<file path="config.mk">
export PLATFORM = sky130hd
export DESIGN_NAME = svc_sram_rd_ctrl
export DESIGN_NICKNAME = d
export VERILOG_FILES = /design/src/rtl/svc_sram_rd_ctrl.sv
export SDC_FILE = /design/constraint.sdc
export NUM_CORES = 1
export LEC_CHECK = 0
export ABC_AREA = 1
export ABC_CLOCK_PERIOD_IN_PS = 1600
export CORE_MARGIN = 3
export CORE_UTILIZATION = 30
export CTS_CLUSTER_SIZE = 20
export DETAILED_ROUTE_END_ITERATION = 6
export PLACE_DENSITY = 0.55
export SLEW_MARGIN = 10
export SYNTH_ARGS = -nofsm -noshare
export SYNTH_HDL_FRONTEND = slang
export SYNTH_SLANG_ARGS = --single-unit
</file>
<file path="constraint.sdc">
create_clock -name clk -period 1.6 [get_ports clk]
set_clock_uncertainty 0.1 [all_clocks]
set_input_delay 0.32 -clock clk [delete_from_list [all_inputs] [get_ports clk]]
set_output_delay 0.32 -clock clk [all_outputs]
set_load 0.005 [all_outputs]
</file>
<file path="src/rtl/svc_sram_rd_ctrl.sv">
// svc_sram_rd_ctrl: credit-based read controller for an asynchronous SRAM.
// Commands drive the SRAM pins for one cycle. Valid and meta travel through
// a fixed-latency shift register that is aligned to the SRAM read latency.
// The returned data is then buffered in a response FIFO.
// Optional macro SVC_SRAM_RD_CTRL_IO_REG_EN adds an input flop on sram_io_rdata
// and one extra pipeline stage (response latency RD_LAT+2 instead of RD_LAT+1).
module svc_sram_rd_ctrl #(
   parameter int SAW        = 19,
   parameter int DW         = 16,
   parameter int MW         = 5,
   parameter int RD_LAT     = 2,
   parameter int RESP_DEPTH = 4
) (
   input  logic           clk,
   input  logic           rst,
   input  logic           sram_rd_cmd_valid,
   output logic           sram_rd_cmd_ready,
   input  logic [SAW-1:0] sram_rd_cmd_addr,
   input  logic [MW-1:0]  sram_rd_cmd_meta,
   output logic           sram_rd_resp_valid,
   input  logic           sram_rd_resp_ready,
   output logic [DW-1:0]  sram_rd_resp_data,
   output logic [MW-1:0]  sram_rd_resp_meta,
   output logic [SAW-1:0] sram_io_addr,
   output logic           sram_io_ce_n,
   output logic           sram_io_oe_n,
   input  logic [DW-1:0]  sram_io_rdata
);

`ifdef SVC_SRAM_RD_CTRL_IO_REG_EN
   localparam int NSTG = RD_LAT + 1;
`else
   localparam int NSTG = RD_LAT;
`endif
   localparam int CW = $clog2(RESP_DEPTH + 1);
   localparam int PW = (RESP_DEPTH > 1) ? $clog2(RESP_DEPTH) : 1;
   localparam logic [PW-1:0] PTR_LAST = PW'(RESP_DEPTH - 1);
   localparam logic [CW-1:0] CRED_MAX = CW'(RESP_DEPTH);

   // Credits count in-flight reads plus FIFO entries, so the FIFO can never overflow.
   logic [CW-1:0]      credit_q, credit_d;
   logic [CW-1:0]      fcnt_q, fcnt_d;
   logic [PW-1:0]      wr_ptr_q, wr_ptr_d, rd_ptr_q, rd_ptr_d;
   logic               rdy_q, rdy_d;
   logic               rv_q, rv_d;
   logic               ce_n_q, ce_n_d;
   logic [SAW-1:0]     addr_q, addr_d;
   logic [NSTG-1:0]    pv_q, pv_d;
   logic [MW-1:0]      pm_q [NSTG];
   logic [MW-1:0]      pm_d [NSTG];
   logic [DW+MW-1:0]   mem_q [RESP_DEPTH];
   logic [DW-1:0]      wr_data_s;
   logic               accept_s, pop_s, push_s;

   assign accept_s = sram_rd_cmd_valid & rdy_q;
   assign pop_s    = rv_q & sram_rd_resp_ready;
   assign push_s   = pv_q[NSTG-1];

`ifdef SVC_SRAM_RD_CTRL_IO_REG_EN
   logic [DW-1:0] rdata_q;

   // Input flop on the SRAM data bus; data only, no reset needed.
   always_ff @(posedge clk) begin
      rdata_q <= sram_io_rdata;
   end

   assign wr_data_s = rdata_q;
`else
   assign wr_data_s = sram_io_rdata;
`endif

   // Next-state logic for credits, FIFO pointers, pin drivers and the meta pipeline.
   always_comb begin
      credit_d = credit_q;
      fcnt_d   = fcnt_q;
      wr_ptr_d = wr_ptr_q;
      rd_ptr_d = rd_ptr_q;
      addr_d   = addr_q;
      ce_n_d   = 1'b1;
      pv_d     = '0;
      for (int i = 0; i < NSTG; i++) begin
         pm_d[i] = pm_q[i];
      end

      case ({accept_s, pop_s})
         2'b10:   credit_d = credit_q + CW'(1);
         2'b01:   credit_d = credit_q - CW'(1);
         default: credit_d = credit_q;
      endcase

      case ({push_s, pop_s})
         2'b10:   fcnt_d = fcnt_q + CW'(1);
         2'b01:   fcnt_d = fcnt_q - CW'(1);
         default: fcnt_d = fcnt_q;
      endcase

      if (push_s) begin
         wr_ptr_d = (wr_ptr_q == PTR_LAST) ? PW'(0) : wr_ptr_q + PW'(1);
      end else begin
         wr_ptr_d = wr_ptr_q;
      end

      if (pop_s) begin
         rd_ptr_d = (rd_ptr_q == PTR_LAST) ? PW'(0) : rd_ptr_q + PW'(1);
      end else begin
         rd_ptr_d = rd_ptr_q;
      end

      if (accept_s) begin
         addr_d = sram_rd_cmd_addr;
         ce_n_d = 1'b0;
      end else begin
         addr_d = addr_q;
         ce_n_d = 1'b1;
      end

      pv_d[0] = accept_s;
      pm_d[0] = sram_rd_cmd_meta;
      for (int i = 1; i < NSTG; i++) begin
         pv_d[i] = pv_q[i-1];
         pm_d[i] = pm_q[i-1];
      end

      rdy_d = (credit_d < CRED_MAX);
      rv_d  = (fcnt_d != CW'(0));
   end

   // Control state register with synchronous reset that flushes all in-flight work.
   always_ff @(posedge clk) begin
      if (rst) begin
         credit_q <= CW'(0);
         fcnt_q   <= CW'(0);
         wr_ptr_q <= PW'(0);
         rd_ptr_q <= PW'(0);
         rdy_q    <= 1'b0;
         rv_q     <= 1'b0;
         ce_n_q   <= 1'b1;
         addr_q   <= SAW'(0);
         pv_q     <= '0;
      end else begin
         credit_q <= credit_d;
         fcnt_q   <= fcnt_d;
         wr_ptr_q <= wr_ptr_d;
         rd_ptr_q <= rd_ptr_d;
         rdy_q    <= rdy_d;
         rv_q     <= rv_d;
         ce_n_q   <= ce_n_d;
         addr_q   <= addr_d;
         pv_q     <= pv_d;
      end
   end

   // Meta pipeline and FIFO storage hold data only; their validity lives in pv_q/fcnt_q.
   always_ff @(posedge clk) begin
      for (int i = 0; i < NSTG; i++) begin
         pm_q[i] <= pm_d[i];
      end
      if (push_s) begin
         mem_q[wr_ptr_q] <= {wr_data_s, pm_q[NSTG-1]};
      end
   end

   assign sram_rd_cmd_ready  = rdy_q;
   assign sram_rd_resp_valid = rv_q;
   assign sram_rd_resp_data  = mem_q[rd_ptr_q][DW+MW-1:MW];
   assign sram_rd_resp_meta  = mem_q[rd_ptr_q][MW-1:0];
   assign sram_io_addr       = addr_q;
   assign sram_io_ce_n       = ce_n_q;
   assign sram_io_oe_n       = ce_n_q;

endmodule

</file>
==> reports/results.txt, run 1 <==
By startpoint and endpoint, the worst setup path is classified as reg2out. For this run, the top clock speed supported by timing is 534.0 MHz. For the reg2reg setup slack, the log shows -0.02 ns. Full die area: 17180 sq um.

The maximum vdd drop is 0.0006295 V. The number of nets in the synthesized netlist is 442. The tools report the total wire length as 10.31 mm. Counting every instance in the synthesized netlist gives 389.

Counting flops with a built-in enable in the synthesized netlist gives 84. For the worst flop-to-flop path, the logic depth is 9. STA puts the critical path data required time at 1.18 ns. After detailed routing, the average wire length per cell comes to 13.93 microns. The synthesized netlist occupies a cell area of 4693 sq um.

Ranked by total cell area, the synthesized netlist is headed by sky130_fd_sc_hd__edfxtp_1 (54%), sky130_fd_sc_hd__dfxtp_1 (20%), sky130_fd_sc_hd__o21ai_0 (5.0%), sky130_fd_sc_hd__nand2_1 (4.3%), sky130_fd_sc_hd__nor2_1 (4.3%). The wire length of the first global-routing pass is 15.75 mm, and the mean instance size in the synthesized netlist is 12.06 sq um. The finished cells cover 6837 sq um.

The starting density of the core was 30.76%; the area of placed instances was 6063 sq um. Counting distinct cell types in the post-synthesis netlist gives 20. The max-slew violation total from the final report was 0; the worst-margin pin slew was 0.3278 ns. The die is 131.1 microns wide. The final reports fail on setup timing. The repair_antennas step left the layout with diodes totalling 0. On the critical path, the stage with the largest delay is an instance of sky130_fd_sc_hd__dfxtp_4.

CTS built an H-tree with a depth of 4. The detail route stage leaves a number of antenna-violating nets equal to 0. Capture instance of the worst register-to-register path: sram_rd_cmd_ready. The logs give 0.2214 ns for the smallest hold slack and 2 for the number of buffers on the longest clock path.

The post-layout worst setup margin is -0.2727 ns, and the total power divided by cell area is 1415 nW/um^2. Fraction of post-synthesis cell area in the top cell type by area: 53.75%. The startpoint type of the worst setup path is a flip-flop.

Synthesis inferred 130 register bits. The worst setup path is captured at an output pin. After synthesis, the most frequently instantiated cells are sky130_fd_sc_hd__edfxtp_1 (84), sky130_fd_sc_hd__nand2_1 (54), sky130_fd_sc_hd__nor2_1 (54). For the number of CTS-inserted buffers, the log shows 17. For this run, asynchronously set or reset flops after synthesis account for 0%.

The time the worst path needs with I/O delays and setup is 1.873 ns. The run finished, with violations left. Standard cell core area: 15260 sq um. After clock tree synthesis, the clock-pin slew on the worst setup and hold paths is 0.05 ns.

The I/O pin total was 88. Traced cell by cell, the critical path runs through buf_8 -> buf_4 -> o21ai_1 -> o22ai_1 -> buf_2. The most numerous cell in the Yosys netlist was sky130_fd_sc_hd__edfxtp_1.

After detailed routing, the number of vias per cell comes to 4.418. TritonCTS built the clock tree. For this run, the total global-route usage over all layers was measured as 12.23%.

The logs give 1 for the initial antenna violation count and 78.12% for the worst slew slack as a fraction of its limit. Cells with a size suffix above 1 make up 25.52% of the layout. Summing the sequential cell areas from Yosys gives 73.37% of the chip area. Largest area contributor in the synthesized netlist: sky130_fd_sc_hd__edfxtp_1. The routed layout has 3269 vias. Setup repair after global routing could not meet its margin everywhere. In this run the worst hold path is classified as reg2reg.

The tools report the largest net degree at the start of global routing as 22. The tree is rooted in a sky130_fd_sc_hd__clkbuf_16. The run gives 150 as the number of DRC violations after detailed-routing iteration 0.

Yosys printed 0 warnings. Most instantiated flip-flop cell in the synthesis netlist: sky130_fd_sc_hd__edfxtp_1. The half-perimeter wire length of the detailed placement result is 6.543 mm. The worst setup path endpoint was sram_rd_resp_data[0]. Summed over all layers, the global routing overflow is 0. The cell row count is 45. The DRC violation count after routing is 0. The total of hold buffers inserted after clock tree synthesis is 0.

The filler cells instantiated in the layout total 1404. Routability-driven placement finished with a final weighted congestion of 0.7528. Setup violations remaining at the end of the flow were counted as 23. The arrival time of data at the critical path endpoint came out at 1.45 ns.

Input and output buffers added on the ports amount to 87. The analysis attributes to cell leakage a power of 2.721 nW. For this run, the detailed router's first-pass iteration total came to 4. The clock sink count was 130. For this run, the slowest stage of the critical path takes 0.40 ns. The tools report the count of final hold-check violations as 0. In this run the vertical extent of the chip is 131.1 microns. The layout overhead on the synthesized area was 45.67%. The portion of the clock cycle consumed by the worst path in the final layout works out to 117.0%. For the via count of the first global-routing pass, the log shows 3195.

For the final net count, the log shows 569. The clock insertion delay at the later pin of the skew report is 0.40 ns. In this run the critical register-to-register path is launched from sram_rd_resp_valid. The largest fanout on the critical path was 8.

The tools report the number of maximum-capacitance violations as 0.
[worst min-delay path by stage]
stage	end	depth (start not counted)	start	slack (ns)
6_report	pm_q[0][9]	0	pm_q[0][4]	0.22
5_1_grt	pm_q[0][7]	0	pm_q[0][2]	0.23
4_1_cts	pm_q[0][9]	0	pm_q[0][4]	0.23
3_5_place_dp	pm_q[0][6]	0	pm_q[0][1]	0.21
3_3_place_gp	pm_q[0][9]	0	pm_q[0][4]	0.21
2_1_floorplan	pm_q[0][5]	0	pm_q[0][0]	0.21
[where the power goes]
| group | switching [mW] | internal, mW |
|---|---|---|
| clock | 1.28 | 2.44 |
| sequential | 0.135 | 3.79 |
| combinational | 0.975 | 1.05 |
| total | 2.39 | 7.29 |
[per-layer routing]
metal	GRT usage, %	routed length, microns	share of wire [%]
met2	20.16	4932	48
met5	0	7	0.068
met1	14.02	4477	43
met3	5.632	734	7.1
met4	4.416	155	1.5
[layout by cell type (no fill, tap or decap), types with 4 or more instances in the layout]
cell type and instances:
sky130_fd_sc_hd__dlygate4sd2_1 24, sky130_fd_sc_hd__nand3_1 20, sky130_fd_sc_hd__nor2_1 49, sky130_fd_sc_hd__buf_6 11, sky130_fd_sc_hd__dfxtp_1 42, sky130_fd_sc_hd__o21ai_1 20
sky130_fd_sc_hd__o22ai_2 8, sky130_fd_sc_hd__nor2_2 4, sky130_fd_sc_hd__inv_1 14, sky130_fd_sc_hd__buf_12 7, sky130_fd_sc_hd__edfxtp_1 84, sky130_fd_sc_hd__clkbuf_1 5
sky130_fd_sc_hd__buf_4 20, sky130_fd_sc_hd__inv_2 6, sky130_fd_sc_hd__o22ai_1 13, sky130_fd_sc_hd__o21ai_2 9, sky130_fd_sc_hd__clkbuf_16 17, sky130_fd_sc_hd__nand2_2 7
sky130_fd_sc_hd__a21oi_1 5, sky130_fd_sc_hd__clkdlybuf4s50_1 42, sky130_fd_sc_hd__o21ai_0 18, sky130_fd_sc_hd__nand2_1 47, sky130_fd_sc_hd__ha_1 5, sky130_fd_sc_hd__clkbuf_8 4
sky130_fd_sc_hd__buf_2 17
[layout make-up]
class                           count  area [sq um]  area share (%)
Timing Repair Buffer              128          1226           17.94
Clock inverter                      6         78.83           1.153
Clock buffer                       26         499.2           7.302
Sequential cell                   130          3451           50.48
Inverter                           22         92.59           1.354
Multi-Input combinational cell    217          1225           17.92
Tap cell                          211         264.0           3.862
[metrics by stage]
step           utilization (%)  power [mW]  setup TNS, ns  instances  setup slack, ns
2_1_floorplan                -       4.754              0        389          0.02199
3_3_place_gp             39.74       5.830         -11.51        700          -0.4418
3_5_place_dp             39.74       5.862         -12.62        700          -0.4881
4_1_cts                  44.34       9.709         -5.803        738          -0.3109
5_1_grt                  44.81       10.14         -6.761        740          -0.3667
6_report                 44.81       9.673         -4.956        740          -0.2727
[registers in the layout (all words and copies together) (netlist names), named ones only]
signal	cells
pv_q	2
sram_io_addr	19
wr_ptr_q	2
sram_io_ce_n	1
pm_q	10
rd_ptr_q	2
credit_q	2
sram_rd_resp_valid	1
mem_q	84
fcnt_q	3
sram_rd_cmd_ready	1
[cell families after synthesis]
family / synth area share (%)
adder cells (fa/ha/maj): 2.719
AO/OA/AOI/OAI: 8.345
buffers and inverters: 3.919
XOR/XNOR: 0.1867
flip-flops: 73.37
AND/OR/NAND/NOR: 11.46
[what timing repair did]
| action | in CTS | in global routing |
|---|---|---|
| gates cloned | 2 | 0 |
| resized for setup | 175 | 19 |
| pin swaps | 23 | 21 |
| setup endpoints to repair | 49 | 26 |
| buffers inserted | 4 | 2 |
[worst max-delay path, delay by kind of cell, from the launching register on]
| kind | cells | cell delay, ns |
|---|---|---|
| flip-flops | 1 | 0.40 |
| buffers and inverters | 3 | 0.42 |
| AO/OA/AOI/OAI | 2 | 0.23 |
Note: power is estimated with default switching activity, not from simulation.
==> run 2: changes to the inputs <==
- CORE_MARGIN: 3 -> 4
==> run 2 against run 1 <==
  * The flow still finishes with violations (setup timing)
  * Register-to-register slack hardly changed
  * First-iteration DRC count is 11% lower
  * Total power is 8.3% higher
  * Worst hold slack better by 0.0057 ns
  * Clock power is 9.7% higher
  * Critical path depth stayed put
  * Highest routed layer is now met4
==> reports/results.txt, run 2 (synthesis gave the netlist of run 1 again) <==
The run gives -5.178 ns (-0.2227 ns) as the total negative setup slack. The library cells used most frequently in the layout, excluding fill and tap cells, are sky130_fd_sc_hd__edfxtp_1 (84), sky130_fd_sc_hd__nand2_1 (47), sky130_fd_sc_hd__dfxtp_1 (42), sky130_fd_sc_hd__clkdlybuf4s50_1 (42), sky130_fd_sc_hd__nor2_1 (34). The final net count came out at 573 (+0.70%). The run gives 1.18 ns (about the same) as the critical path required time. Compared with the post-synthesis result, the final layout area differs by 53.61%. Counting flops per register, the top entry is mem_q. The arrival time of data at the critical path endpoint is 1.48 ns (+0.03 ns). The root buffer cell was sky130_fd_sc_hd__clkbuf_16. The time the worst path needs with I/O delays and setup was 1.902 ns (+0.02925 ns); the CTS H-tree depth was 4 (unchanged). The tools report the capturing element type of the critical path as an output pin. Clock-pin transition on the worst setup and hold timing paths: 0.05 ns (about the same). The critical path goes through buf_6 -> buf_16 -> o21ai_2 -> o22ai_1 -> buf_2. Proportion of total power due to net switching: 25.38% (+0.71 points). The post-route antenna net violation count came out at 0 (unchanged). The number of setup violations in the final report came out at 23 (unchanged). The total power divided by cell area works out to 1453 nW/um^2 (+2.7%). Width of the chip: 133.1 microns (+1.5%). The max-slew violation total from the final report is 0 (unchanged).

The achievable clock frequency is 525.8 MHz (-1.5%). For the worst slew slack as a fraction of its limit, the log shows 78.14% (about the same). Diode insertion count for antenna repair: 0 (unchanged). Flip-flop count of the largest register after layout: 84 (unchanged). The logs give 0.0006500 V (+3.3%) for the maximum vdd drop and 1388 (-1.1%) for the fill cell instance count of the final layout.

Starting density of the core: 30.76% (unchanged). The tools report the number of DRC violations after detailed-routing iteration 0 as 134 (-11%). The full die area is 17710 sq um (+3.1%).

The run gives 88 (unchanged) as the I/O pin total. The tools report the initial antenna violation count as 0 (-1). For the post-layout worst setup margin, the log shows -0.3019 ns (-0.02925 ns). The average wire per cell in the routed design was 15.38 microns (+10%); the number of maximum-capacitance violations was 0 (unchanged).

For the count of final hold-check violations, the log shows 0 (unchanged). The largest fanout on the critical path came out at 7 (-1). The wire length of the first global-routing pass is 17.88 mm (+14%), and the number of buffers inserted by port buffering is 87 (unchanged). The logs give 6.443 mm (-1.5%) for the half-perimeter wire length of the detailed placement result and 22 (unchanged) for the largest net degree at the start of global routing. The run gives 4 (unchanged) as the number of iterations in the first detailed-routing pass. The leakage power summed over all cells is 2.844 nW (+4.5%). The final reports fail on setup timing.

The run finished, with violations left. The tools report the clock insertion delay at the later pin of the skew report as 0.41 ns (about the same). TritonCTS built the clock tree.

The share of cells above drive strength 1 is 33.40% (+7.9 points). The worst setup path is launched from a flip-flop. The startpoint of the lowest-slack hold path is pm_q[0][2]. The logs give 130 (unchanged) for the clock sink count and 13.27% (+1.0 points) for the all-layer global routing usage.

The proportion of power drawn by the clock network is 38.9% (+0.4 points), and the routability congestion estimate from global placement is 0.6867 (-8.8%). The min-delay analysis places its worst path in the category reg2reg. Setup repair after global routing could not meet its margin everywhere. The run gives 11.44 mm (+11%) as the total wire length.

The logs give 17 (unchanged) for the number of CTS-inserted buffers and 3532 (+11%) for the via count of the first global-routing pass. The floorplan die height is 133.1 microns (+1.5%). Leaving out fill and tap cells, the most frequent cell in the layout is sky130_fd_sc_hd__edfxtp_1. The worst-margin pin slew is 0.3274 ns (-0.0004261 ns), and the portion of the clock cycle consumed by the worst path in the final layout is 118.9% (+1.8 points).

The total overflow reported by the global router is 0 (unchanged). Average via count per standard cell: 4.461 (+0.98%). The critical path is of the reg2out type. For the standard cell core area, the log shows 15260 sq um (unchanged).

The worst register-to-register path begins at sram_rd_resp_valid. The total of hold buffers inserted after clock tree synthesis is 0 (unchanged), and the total power of the final layout is 10.48 mW (+8.3%). The slowest stage of the critical path belongs to the cell sky130_fd_sc_hd__dfxtp_4. For the share of power burned in combinational logic, the log shows 23.3% (+2.4 points). DRC violation count after routing: 0 (unchanged).

The run gives 7.818 mW (+7.3%) as the internal power consumption. The run gives -0.4705 ns (+0.01767 ns) as the worst setup slack before clock tree synthesis. For the vias after detailed routing, the log shows 3319 (+1.5%). The run gives 2.659 mW (+11%) as the power dissipated by switching net loads. The logs give 37.8% (-2.8 points) for the relative contribution of sequential cells to total power and 2 (unchanged) for the number of buffers on the longest clock path. The delay of the slowest cell on the worst path is 0.43 ns (+0.03 ns), and the cell row count is 45 (unchanged).
run 2: changes by cell type in the layout (fill, tap and decap cells not counted), moves of 4 or more:
cell                       before  now
sky130_fd_sc_hd__nor2_2         4   13
sky130_fd_sc_hd__nor2_1        49   34
sky130_fd_sc_hd__o21ai_4        0    4
sky130_fd_sc_hd__buf_2         17   21
sky130_fd_sc_hd__o21ai_0       18    3
sky130_fd_sc_hd__clkbuf_8       4    0
sky130_fd_sc_hd__nor2_4         1    7
sky130_fd_sc_hd__o21ai_1       20   16
sky130_fd_sc_hd__buf_12         7   11
sky130_fd_sc_hd__o21ai_2        9   24
run 2: layout make-up:
cell class              instances  area (sq um)  area share (%)
clock buffers                  19         432.9           6.005
clock inverters                13         190.2           2.638
inverters                      22         95.09           1.319
multi-input cells             217          1416           19.65
flip-flops and latches        130          3453           47.90
well taps                     211         264.0           3.662
repair buffers                132          1358           18.83
run 2: per-layer routing:
metal	global-route usage, %	routed length (microns)	vias up
met5	0	0	-
met1	14.77	4708	1581
met2	22.23	5725	94
li1	-	-	1626
met4	6.236	206	0
met3	5.285	798	18
run 2: power groups by stage:
stage	sequential, mW	clock [mW]	combinational, mW
2_1_floorplan	3.95	0	0.800
3_3_place_gp	3.97	0	1.79
3_5_place_dp	3.97	0	1.82
4_1_cts	3.94	4.17	2.41
5_1_grt	3.98	4.33	2.67
6_report	3.96	4.08	2.44
run 2: final timing paths:
| check | endpoint | slack [ns] | cells past startpoint |
|---|---|---|---|
| worst min register to register | pm_q[0][7] | 0.23 | 0 |
| worst max register to register | sram_rd_cmd_ready | -0.01 | 11 |
| worst min-delay path | pm_q[0][7] | 0.23 | 0 |
| worst max-delay path | sram_rd_resp_data[10] | -0.30 | 5 |
run 2: worst max-delay path: cells and delay by family (launching register included):
kind	cells	cell delay (ns)
flops	1	0.43
buf+inv	3	0.43
compound gates	2	0.20
run 2: what timing repair did:
item                                    in CTS  in global routing
gates resized for setup                    234                 42
pin swaps                                   29                 33
gates cloned                                 7                  0
setup buffers                               19                  4
endpoints found under the setup margin      49                 31
run 2: metrics by stage:
stage | instances | utilization [%] | cell area [sq um] | hold WS (ns)
floorplan | 389 | - | 4717 | 0.2096
global placement | 689 | 39.28 | 5993 | 0.2111
detailed placement | 689 | 39.28 | 5993 | 0.2185
CTS | 746 | 46.77 | 7136 | 0.2219
global route | 744 | 47.25 | 7209 | 0.2313
finish | 744 | 47.25 | 7209 | 0.2272
==> patch, RTL diff (config.mk and constraints of run 2) <==
Add a define of `SVC_SRAM_RD_CTRL_IO_REG_EN`.
--- a/src/rtl/svc_sram_rd_ctrl.sv
+++ b/src/rtl/svc_sram_rd_ctrl.sv
@@ -4,6 +4,8 @@
 // The returned data is then buffered in a response FIFO.
 // Optional macro SVC_SRAM_RD_CTRL_IO_REG_EN adds an input flop on sram_io_rdata
 // and one extra pipeline stage (response latency RD_LAT+2 instead of RD_LAT+1).
+`define SVC_SRAM_RD_CTRL_IO_REG_EN
+
 module svc_sram_rd_ctrl #(
    parameter int SAW        = 19,
    parameter int DW         = 16,
Formal check against the unedited RTL: not equivalent (Yosys sat finds a counterexample within 10 cycles, from zero or initial values and one cycle with rst high).
==> patch against run 2 <==
The run still ends with setup timing left. Combinational power shrank 18%. Register-to-register slack lost 0.04 ns. Die area grew 11%. Total power grew 0.88%. Wire length shrank 0.52%. Synthesized area grew 11%. First-iteration DRC count grew 11%. Via count grew 3.5%. Setup slack gained 0.028 ns. Cell area grew 3.5%. Sequential cell count grew 22. Critical path type unchanged. Critical endpoint is now sram_rd_resp_meta[4]. Largest power group is now registers. Highest routed layer unchanged.
==> patch: results (changes against run 2) <==
metric;value;unit;change
inv_count;23;;was 22
crit_arrival;1.45;ns;was 1.48 ns
final-setup-viol-count;23;;unchanged
stdcell_count;774;;was 744
synthAdderAreaFrac;0.0244;;was 0.0272
sh_seq_area;0.522;;was 0.479
slew_headroom;0.836;;was 0.781
synth-compound-area-share;0.0748;;was 0.0834
violations;setup timing;;unchanged
num-multi-input-gates;218;;was 217
dp_worst_setup_slack;-0.540;ns;was -0.470 ns
grt_pass1_wl;18.5;mm;was 17.9 mm
buffers;124;;was 132
synth.distinct_cells;26;;was 20
r2r_cells;8;;was 11
multi_input_area_share;0.175;;was 0.196
irDropWorstVdd;0.735;mV;was 0.650 mV
holdWs;0.225;ns;was 0.227 ns
rr_endpoint;sram_rd_resp_valid$_SDFF_PP0_;;was sram_rd_cmd_ready$_SDFF_PP0_
synthTopCellsByArea;edfxtp_1, dfxtp_1, o21ai_0;;unchanged
synth_nets;467;;was 442
holdPathEnd;pm_q[0][14]$_DFF_P_;;was pm_q[0][7]$_DFF_P_
synth_area_per_cell;12.6;µm²;was 12.1 µm²
synth_top_area_share;0.482;;was 0.537
synthTopCellsByCount;edfxtp_1, dfxtp_1, nor2_1;;was edfxtp_1, nand2_1, nor2_1
hold_start;pm_q[0][9]$_DFF_P_;;was pm_q[0][2]$_DFF_P_
viasPerCell;4.44;;was 4.46
dp.cells;737;;was 689
post-dp-hpwl;6.93;mm;was 6.44 mm
status;complete, but fails checks;;unchanged
fin_ws;-0.274;ns;was -0.302 ns
[patch: worst max-delay path, delay by kind of cell (launching register included)]
kind | cells | cell delay [ns]
buffers and inverters | 3 | 0.42
DFF | 1 | 0.40
AOI/OAI and AO/OA | 2 | 0.22
[patch: power by group through the flow]
stage / clock [mW] / combinational (mW) / sequential [mW]
floorplan: 0 / 0.778 / 4.51
global placement: 0 / 1.77 / 4.53
detailed placement: 0 / 1.81 / 4.53
CTS: 4.22 / 1.81 / 4.47
global route: 4.38 / 2.20 / 4.51
finish: 4.09 / 2.00 / 4.48
[patch: layer usage]
metal | global-route usage | vias to the layer above | share of wire
li1 | - | 1683 | -
met1 | 0.137 | 1641 | 0.41
met2 | 0.204 | 100 | 0.51
met3 | 0.0539 | 10 | 0.069
met4 | 0.0260 | 0 | 0.0081
met5 | 0 | - | 0
[patch: timing repair]
action,CTS,global route
cloned,2,2
buffers inserted,0,1
pin swaps,24,28
resized for setup,168,41
setup endpoints to repair,49,26
